[src/rtl/pb_field_split.sv]
// pb_field_split: splits a serialized protobuf stream into varint bytes and
// raw (length-delimited / fixed) payload bytes, one byte per cycle. Each field
// gets a 10-bit index that is pushed to the matching index FIFO. A
// valid/accepted handshake with the downstream merge FSM closes the field.
module pb_field_split #(
  parameter int MAX_VARINT_BYTES = 10
) (
  input  logic       clk,
  input  logic       reset,
  input  logic [7:0] in_data,
  input  logic       in_valid,
  input  logic       in_last,
  output logic       in_ready,
  input  logic       varint_fifo_full,
  output logic       varint_fifo_push,
  input  logic       raw_fifo_full,
  output logic       raw_fifo_push,
  output logic [7:0] fifo_wdata,
  output logic       varint_index_push,
  output logic       raw_index_push,
  output logic [9:0] field_index,
  output logic       varint_data_valid,
  output logic       raw_data_valid,
  input  logic       varint_data_accepted,
  input  logic       raw_data_accepted,
  output logic       parse_err
);

  localparam int VCNT_W = $clog2(MAX_VARINT_BYTES + 1);

  typedef enum logic [5:0] {
    S_TAG    = 6'b000001,
    S_LEN    = 6'b000010,
    S_VARINT = 6'b000100,
    S_RAW    = 6'b001000,
    S_V_DONE = 6'b010000,
    S_R_DONE = 6'b100000
  } state_t;

  state_t            state_reg, state_next;
  logic [9:0]        field_index_reg, field_index_next;
  logic [7:0]        remain_reg, remain_next;
  logic [VCNT_W-1:0] vcnt_reg, vcnt_next;
  logic [VCNT_W-1:0] vcnt_inc;
  logic              parse_err_reg, parse_err_next;
  logic              last_seen_reg, last_seen_next;
  // High during the first cycle of a DONE state; drives the one-shot index push.
  logic              done_entry_reg, done_entry_next;
  logic              accept;
  logic              varint_at_limit;

  assign accept          = in_valid & in_ready;
  assign vcnt_inc        = vcnt_reg + VCNT_W'(1);
  assign varint_at_limit = (vcnt_inc == VCNT_W'(MAX_VARINT_BYTES));

  // Byte acceptance: only data states look at the FIFO full flags.
  always_comb begin
    in_ready = 1'b0;
    case (state_reg)
      S_TAG, S_LEN: in_ready = 1'b1;
      S_VARINT:     in_ready = !varint_fifo_full;
      S_RAW:        in_ready = !raw_fifo_full;
      default:      in_ready = 1'b0;
    endcase
  end

  // Next-state, field bookkeeping and same-cycle data pushes.
  always_comb begin
    state_next       = state_reg;
    field_index_next = field_index_reg;
    remain_next      = remain_reg;
    vcnt_next        = vcnt_reg;
    parse_err_next   = parse_err_reg;
    last_seen_next   = last_seen_reg;
    done_entry_next  = 1'b0;
    varint_fifo_push = 1'b0;
    raw_fifo_push    = 1'b0;

    case (state_reg)
      S_TAG: begin
        if (accept) begin
          last_seen_next = last_seen_reg | in_last;
          case (in_data[2:0])
            3'd0: begin
              state_next = S_VARINT;
              vcnt_next  = '0;
            end
            3'd2: state_next = S_LEN;
            3'd1: begin
              state_next  = S_RAW;
              remain_next = 8'd8;
            end
            3'd5: begin
              state_next  = S_RAW;
              remain_next = 8'd4;
            end
            default: begin
              // Unsupported wire type: byte is dropped, the field never opens.
              parse_err_next = 1'b1;
              if (in_last) begin
                field_index_next = '0;
                last_seen_next   = 1'b0;
              end
            end
          endcase
        end
      end

      S_LEN: begin
        if (accept) begin
          last_seen_next = last_seen_reg | in_last;
          // Only single-byte lengths are supported; a continuation bit is an
          // error and the low seven bits are used as the length anyway.
          if (in_data[7]) parse_err_next = 1'b1;
          if (in_data[6:0] == 7'd0) begin
            state_next      = S_R_DONE;
            done_entry_next = 1'b1;
          end else begin
            state_next  = S_RAW;
            remain_next = {1'b0, in_data[6:0]};
          end
        end
      end

      S_VARINT: begin
        if (accept) begin
          varint_fifo_push = 1'b1;
          vcnt_next        = vcnt_inc;
          last_seen_next   = last_seen_reg | in_last;
          if (!in_data[7] || varint_at_limit) begin
            state_next      = S_V_DONE;
            done_entry_next = 1'b1;
          end
          if (in_data[7] && varint_at_limit) parse_err_next = 1'b1;
        end
      end

      S_RAW: begin
        if (accept) begin
          raw_fifo_push  = 1'b1;
          remain_next    = remain_reg - 8'd1;
          last_seen_next = last_seen_reg | in_last;
          if (remain_reg == 8'd1) begin
            state_next      = S_R_DONE;
            done_entry_next = 1'b1;
          end
        end
      end

      S_V_DONE, S_R_DONE: begin
        if ((state_reg == S_V_DONE && varint_data_accepted) ||
            (state_reg == S_R_DONE && raw_data_accepted)) begin
          state_next = S_TAG;
          vcnt_next  = '0;
          // The end of a message restarts numbering for the next one.
          if (last_seen_reg) begin
            field_index_next = '0;
            last_seen_next   = 1'b0;
          end else begin
            field_index_next = field_index_reg + 10'd1;
          end
        end
      end

      default: state_next = S_TAG;
    endcase
  end

  // State and field registers; reset abandons any field in flight.
  always_ff @(posedge clk or negedge reset) begin
    if (!reset) begin
      state_reg       <= S_TAG;
      field_index_reg <= '0;
      remain_reg      <= '0;
      vcnt_reg        <= '0;
      parse_err_reg   <= 1'b0;
      last_seen_reg   <= 1'b0;
      done_entry_reg  <= 1'b0;
    end else begin
      state_reg       <= state_next;
      field_index_reg <= field_index_next;
      remain_reg      <= remain_next;
      vcnt_reg        <= vcnt_next;
      parse_err_reg   <= parse_err_next;
      last_seen_reg   <= last_seen_next;
      done_entry_reg  <= done_entry_next;
    end
  end

  assign fifo_wdata        = in_data;
  assign field_index       = field_index_reg;
  assign parse_err         = parse_err_reg;
  assign varint_data_valid = (state_reg == S_V_DONE);
  assign raw_data_valid    = (state_reg == S_R_DONE);
  assign varint_index_push = varint_data_valid & done_entry_reg;
  assign raw_index_push    = raw_data_valid & done_entry_reg;

endmodule
[config.mk]
export PLATFORM = sky130hd
export DESIGN_NAME = pb_field_split
export DESIGN_NICKNAME = d
export VERILOG_FILES = /design/src/rtl/pb_field_split.sv
export SDC_FILE = /design/constraint.sdc
export NUM_CORES = 1
export LEC_CHECK = 0
export ABC_AREA = 1
export CORE_UTILIZATION = 55
export DETAILED_ROUTE_END_ITERATION = 7
export PLACE_DENSITY_LB_ADDON = 0.2
export SETUP_SLACK_MARGIN = 0.2
export SLEW_MARGIN = 20
export SYNTH_ARGS = -nofsm -noshare
export SYNTH_HDL_FRONTEND = slang
export SYNTH_SLANG_ARGS = --single-unit
export TNS_END_PERCENT = 20
[constraint.sdc]
create_clock -name clk -period 4.18 [get_ports clk]
set_input_delay 0.418 -clock clk [delete_from_list [all_inputs] [get_ports clk]]
set_output_delay 0.418 -clock clk [all_outputs]
set_load 0.05 [all_outputs]
## Word-level counts from Yosys, hierarchy flattened

Cells that the tools add are included.
Widths: inputs -> output; s select.

| operators by class | value |
|---|---|
| $add $sub $neg | 3 |
| equal/unequal tests | 27 |
| muxes and demuxes | 51 |
| bitwise gates (word level) | 4 |
| reduce and logical (&&, ||, !) cells | 26 |

Operators with widths:

| cell | number |
|---|---|
| $mux 10 | 5 |
| $mux 6 | 8 |
| $mux 8 | 4 |
| $pmux 6 s5 | 1 |
| $ne 2x2->1 const B | 12 |
| $pmux 8 s3 | 1 |
| $mux 1 | 20 |
| $pmux 10 s2 | 1 |
| $pmux 6 s3 | 1 |
| $mux 4 | 4 |
| $pmux 8 s2 | 1 |
| $pmux 1 s3 | 4 |
| $pmux 4 s3 | 1 |
| $reduce_bool 3->1 | 4 |
| $add 10x1->10 const B | 1 |
| $reduce_and 5->1 | 2 |
| $eq 8x1->1 const B | 1 |
| $reduce_and 8->1 | 1 |
| $sub 8x1->8 const B | 1 |
| $logic_not 7->1 | 1 |
| $reduce_and 7->1 | 1 |
| $eq 6x1->1 const B | 1 |
| $eq 6x2->1 const B | 1 |
| $eq 6x3->1 const B | 1 |
| other kinds (23) | 33 |

| storage, ports and cells | value |
|---|---|
| bits in registers | 31 |
| bits of input ports | 16 |
| output and inout port bits | 26 |
| word-level logic and storage cells | 118 |

## Logic depth before layout (Yosys ltp)

| logic depth | value |
|---|---|
| depth in word-level cells | 6 |
| mapped depth | 13 |
| gate-level depth less buffers | 12 |

## Least setup slack after synthesis

Ideal clock, no wire load.

| path | value |
|---|---|
| path type | register to output |
| start | register state_reg[0] |
| end | output port varint_fifo_push |
| data arrival time | 2.143 ns |
| path slack | 1.619 ns |
| cell stages (with the launch flop) | 7 |
| buffers on the path | 0 |
| path through | dfstp_2 > inv_1 > nor2_1 > o21ai_1 > nand3_2 > nand2_2 > nor2_1 |

| between the ends | value |
|---|---|
| word-level cells in the longest chain between the ends | 6 |
| elaborated cells between the ends (all ways) | 9 |
| classes of those cells | eq/ne (4); mux (3); bitwise (1); reduce/logical (1) |

RTL lines:

| item | RTL line | text |
|---|---|---|
| from (decl) | 40 | `state_t state_reg, state_next;` |
| from (signal assigned) | 180 | `state_reg <= state_next;` |
| $eq 6x2->1 or $eq 6x1->1 (tied branches) | 59 | `case (state_reg)` |
| $reduce_or 2->1 | 59 |  |
| $pmux 1 s3 (*) | 59 |  |
| net in_ready | 13 | `output logic in_ready,` |
| $and 1x1->1 (*) | 52 | `assign accept = in_valid & in_ready;` |
| $mux 1 (*) | 126 | `if (accept) begin` |
| $mux 1 (*) | 79 | `case (state_reg)` |
| to (decl) | 15 | `output logic varint_fifo_push,` |

Mark *: on every way through the listed nets, which the timed path passes. The rest lies on a longest branch.

## Final worst setup path

| path | value |
|---|---|
| start | register state_reg[0] |
| end | output port varint_fifo_push |

| between the ends | value |
|---|---|
| word-level cells in the longest chain between the ends | 6 |
| elaborated cells between the ends (all ways) | 9 |
| classes of those cells | eq/ne (4); mux (3); bitwise (1); reduce/logical (1) |

RTL lines:

| item | RTL line |
|---|---|
| $eq 6x2->1 or $eq 6x1->1 (tied branches) | 59 |
| $reduce_or 2->1 | 59 |
| $pmux 1 s3 | 59 |
| $and 1x1->1 | 52 |
| $mux 1 | 126 |
| $mux 1 (*) | 79 |

Mark *: on every way between the ends. The rest lies on a longest branch, timed or not.

==> out/summary.log <==
INFO  setup_path     timing.reg2reg.setup_slack=1.84ns
INFO  cells_and_area fin_nets=409
INFO  logic_synthesis synth_async_sr_flop_share=100%
INFO  global_route   grt_resource_usage_total=27.8%
INFO  setup_path     worstSetupStartpoint=state_reg[0]
INFO  sta            final_max_slew_viol_count=0
INFO  setup_path     worstSetupEndpointType=output port
INFO  route          wl_per_cell=12.3um
INFO  pwr            power.density=561nW/um^2
INFO  logic_synthesis yosysTopAreaCellShare=31.9%
INFO  place          buffer_ports.inserted=41
INFO  setup_path     timing.critical_path.to=varint_fifo_push
INFO  cells_and_area antenna_cells=0
INFO  global_route   number_of_global_route_vias_before_repair=2077
INFO  logic_synthesis syn_inst=353
INFO  route          detail-route-antenna-nets=0
INFO  setup_path     r2r_cells=8
INFO  job            maxCapViolations=0
INFO  cts            cts_buf_count=5
INFO  logic_synthesis synth_edf_count=0
INFO  setup_path     path_class=register to output port
INFO  pwr            power.ir.vdd_worst=0.000343V
INFO  floorplanning  placement_rows=23
INFO  cts            cts_buffer_depth=2
INFO  cts            post-cts-setup-buffer-count=0
INFO  sta            finalHoldViolCount=0
INFO  cts            cts_tree=yes
INFO  logic_synthesis ys_flop_type=dfrtp_1
INFO  cells_and_area n_fill_cell=371
INFO  cts            clock_sink_count=31
INFO  floorplanning  io-pin-count=42
INFO  cts            ctsHtreeMaxLevel=2
INFO  cells_and_area final_cell_area=2810um^2
INFO  logic_synthesis seq_area_frac_synth=33.0%
INFO  place          postPlaceCellArea=2730um^2
INFO  cells_and_area syn2layout_area_growth=19.3%
INFO  logic_synthesis syn_nets=374
INFO  pwr            switching_share=51.5%
INFO  pwr            p_switching=812uW
INFO  sta            finClkSkew=0.00880ns
INFO  pwr            power.leakage=0.00141uW
INFO  global_route   antenna_found_initial=0
INFO  cts            post_cts_clock_slew_at_the_launch_and_capture_registers_of_the_worst_setup_and_hold_paths=0.07ns
INFO  place          globalplace.congestion=0.918
INFO  sta            grt_setup_unrepaired=false
INFO  pwr            seq_power_share=27.7%
INFO  logic_synthesis yosysUniqueCellTypes=35
INFO  sta            finalWorstPathRequiredPeriod=3.17ns
INFO  setup_path     worstReg2RegStart=state_reg[1]
INFO  route          vias_per_cell=5.19
INFO  sta            finalCritPeriodShare=75.8%
INFO  floorplanning  start_util=58.1%
INFO  sta            max_slew_margin=32.6%
INFO  cts            clk-insertion-delay-late=0.29ns
INFO  route          postRouteWirelength=5410um
INFO  global_route   largest_net_degree_at_the_start_of_global_routing=32
INFO  cells_and_area layout.cells.non_filler=439
INFO  place          dpl.cell_count=431
INFO  floorplanning  core_area=4060um^2
INFO  global_route   grt_overflow=0
INFO  cts            cts_hold_buffers=0
INFO  pwr            cell_internal_pwr=765uW
INFO  sta            fmax=316MHz
INFO  global_route   global_route_wire_length_before_repair=9340um
INFO  setup_path     worst-endpoint-arrival=2.75ns
INFO  cells_and_area largest_register_ff_count=10
INFO  logic_synthesis leading_cell_type_by_number_of_instances_after_synthesis=nand2_1
INFO  floorplanning  die-height=67.5um
INFO  logic_synthesis synth.top_cells.by_area=dfrtp_1, nand2_1, inv_1
INFO  logic_synthesis synth_seq_cells=31
INFO  cells_and_area final_util=69.3%
INFO  route          detailedRoute.firstIterationViolations=145
INFO  sta            final_layout_setup_total_negative_slack=0ns
INFO  setup_path     regToRegEndpoint=field_index[0]
INFO  logic_synthesis synth.cells.most_frequent=nand2_1, inv_1, nor2_1
INFO  cts            cts.root.buffer_cell=clkbuf_8
INFO  setup_path     crit_path_max_fanout=8
INFO  route          drt_pass1_iterations=4
INFO  floorplanning  die_area=4550um^2
INFO  place          place_hpwl=4070um
INFO  pwr            power.share.clock=14.7%
INFO  cts            cts.repair.resized=0
INFO  setup_path     startpoint_type=register
INFO  pwr            power.share.combinational=57.6%
INFO  logic_synthesis synthDominantAreaCellType=dfrtp_1
INFO  route          post-route-drc-count=0
INFO  logic_synthesis synth.cell_area=2360um^2
INFO  logic_synthesis syn_area_per_cell=6.67um^2
INFO  cells_and_area share_of_post_route_cells_with_drive_strength_above_1=9.25%
INFO  route          via_count=2278
INFO  floorplanning  chipWidth=67.5um
INFO  sta            worst_slew_pin_slew=1.00ns
INFO  logic_synthesis ys_warn_count=0
INFO  sta            final-setup-viol-count=0
INFO  outcome        run_status=finished clean
INFO  sta            worst_hold_slack=0.470ns
INFO  setup_path     worst_ep_required_time=3.76ns
INFO  hold_path      min-delay-path-class=register to register
[through the flow]
stage	power, uW	setup slack (ns)
global placement	1330	1.37
finish	1580	1.01
detailed placement	1340	1.34
global route	1720	0.839
CTS	1580	1.01
floorplan	1160	1.62
[layer usage]
metal  part of all wire, %  GRT usage (%)  up-vias  routed length (um)
met5                     0              0        -                   0
met4                   1.9           10.6        0                 103
met3                   4.5           5.91       12                 242
met2                    46           42.1       57                2500
met1                    47           38.7     1034                2570
li1                      -              -     1175                   -
[critical path, cell delays in order (launching register included)]
cell and delay, ns:
dfstp_2 0.55, inv_1 0.05, nor2_1 0.25, o21ai_1 0.18
nand3_2 0.10, nand2_2 0.13, nor2_1 0.32, clkdlybuf4s50_1 0.87
[worst min path at each step]
stage               startpoint                          to  cells past startpoint
floorplan                reset  asynchronous set/reset pin                      0
CTS                  parse_err                   parse_err                      2
finish               parse_err                   parse_err                      2
detailed placement   parse_err                   parse_err                      2
global placement     parse_err                   parse_err                      2
global route         parse_err                   parse_err                      2
[kinds of logic after synthesis]
| logic type | after synthesis | synth area share (%) |
|---|---|---|
| buffers and inverters | 71 | 13.7 |
| xor gates and xnor gates | 6 | 2.23 |
| adders and majority gates | 5 | 2.66 |
| AOI/OAI and AO/OA | 38 | 8.92 |
| and+or+nand+nor | 202 | 39.5 |
| DFF | 31 | 33.0 |
[final cells by class]
| type | count | area (um^2) | share of cell area [%] |
|---|---|---|---|
| Multi-Input combinational cell | 251 | 1260 | 44.7 |
| Sequential cell | 31 | 777 | 27.6 |
| Timing Repair Buffer | 42 | 418 | 14.9 |
| Inverter | 57 | 216 | 7.70 |
| Clock buffer | 7 | 76.3 | 2.71 |
| Tap cell | 50 | 62.6 | 2.23 |
| Clock inverter | 1 | 5.00 | 0.178 |
[power by group through the flow]
stage          Clock (uW)  Combinational (uW)  Sequential (uW)
2_1_floorplan           0                 715              441
3_3_place_gp            0                 888              437
3_5_place_dp            0                 899              441
4_1_cts               240                 905              436
5_1_grt               250                1020              448
6_report              232                 908              437
[cell usage in the layout (no fill, tap or decap), types with 4 or more instances in the layout]
master / instances
nand2_1: 105
inv_1: 49
clkdlybuf4s50_1: 41
nor2_1: 33
dfrtp_1: 30
nand3_1: 26
o21ai_0: 12
o21ai_1: 11
nor3_1: 9
inv_2: 7
nand4_1: 7
a21oi_1: 5
xor2_1: 5
ha_1: 5
clkbuf_8: 5
nand2_2: 4
o22ai_1: 4
No activity file was read; power rests on OpenSTA's default activity.
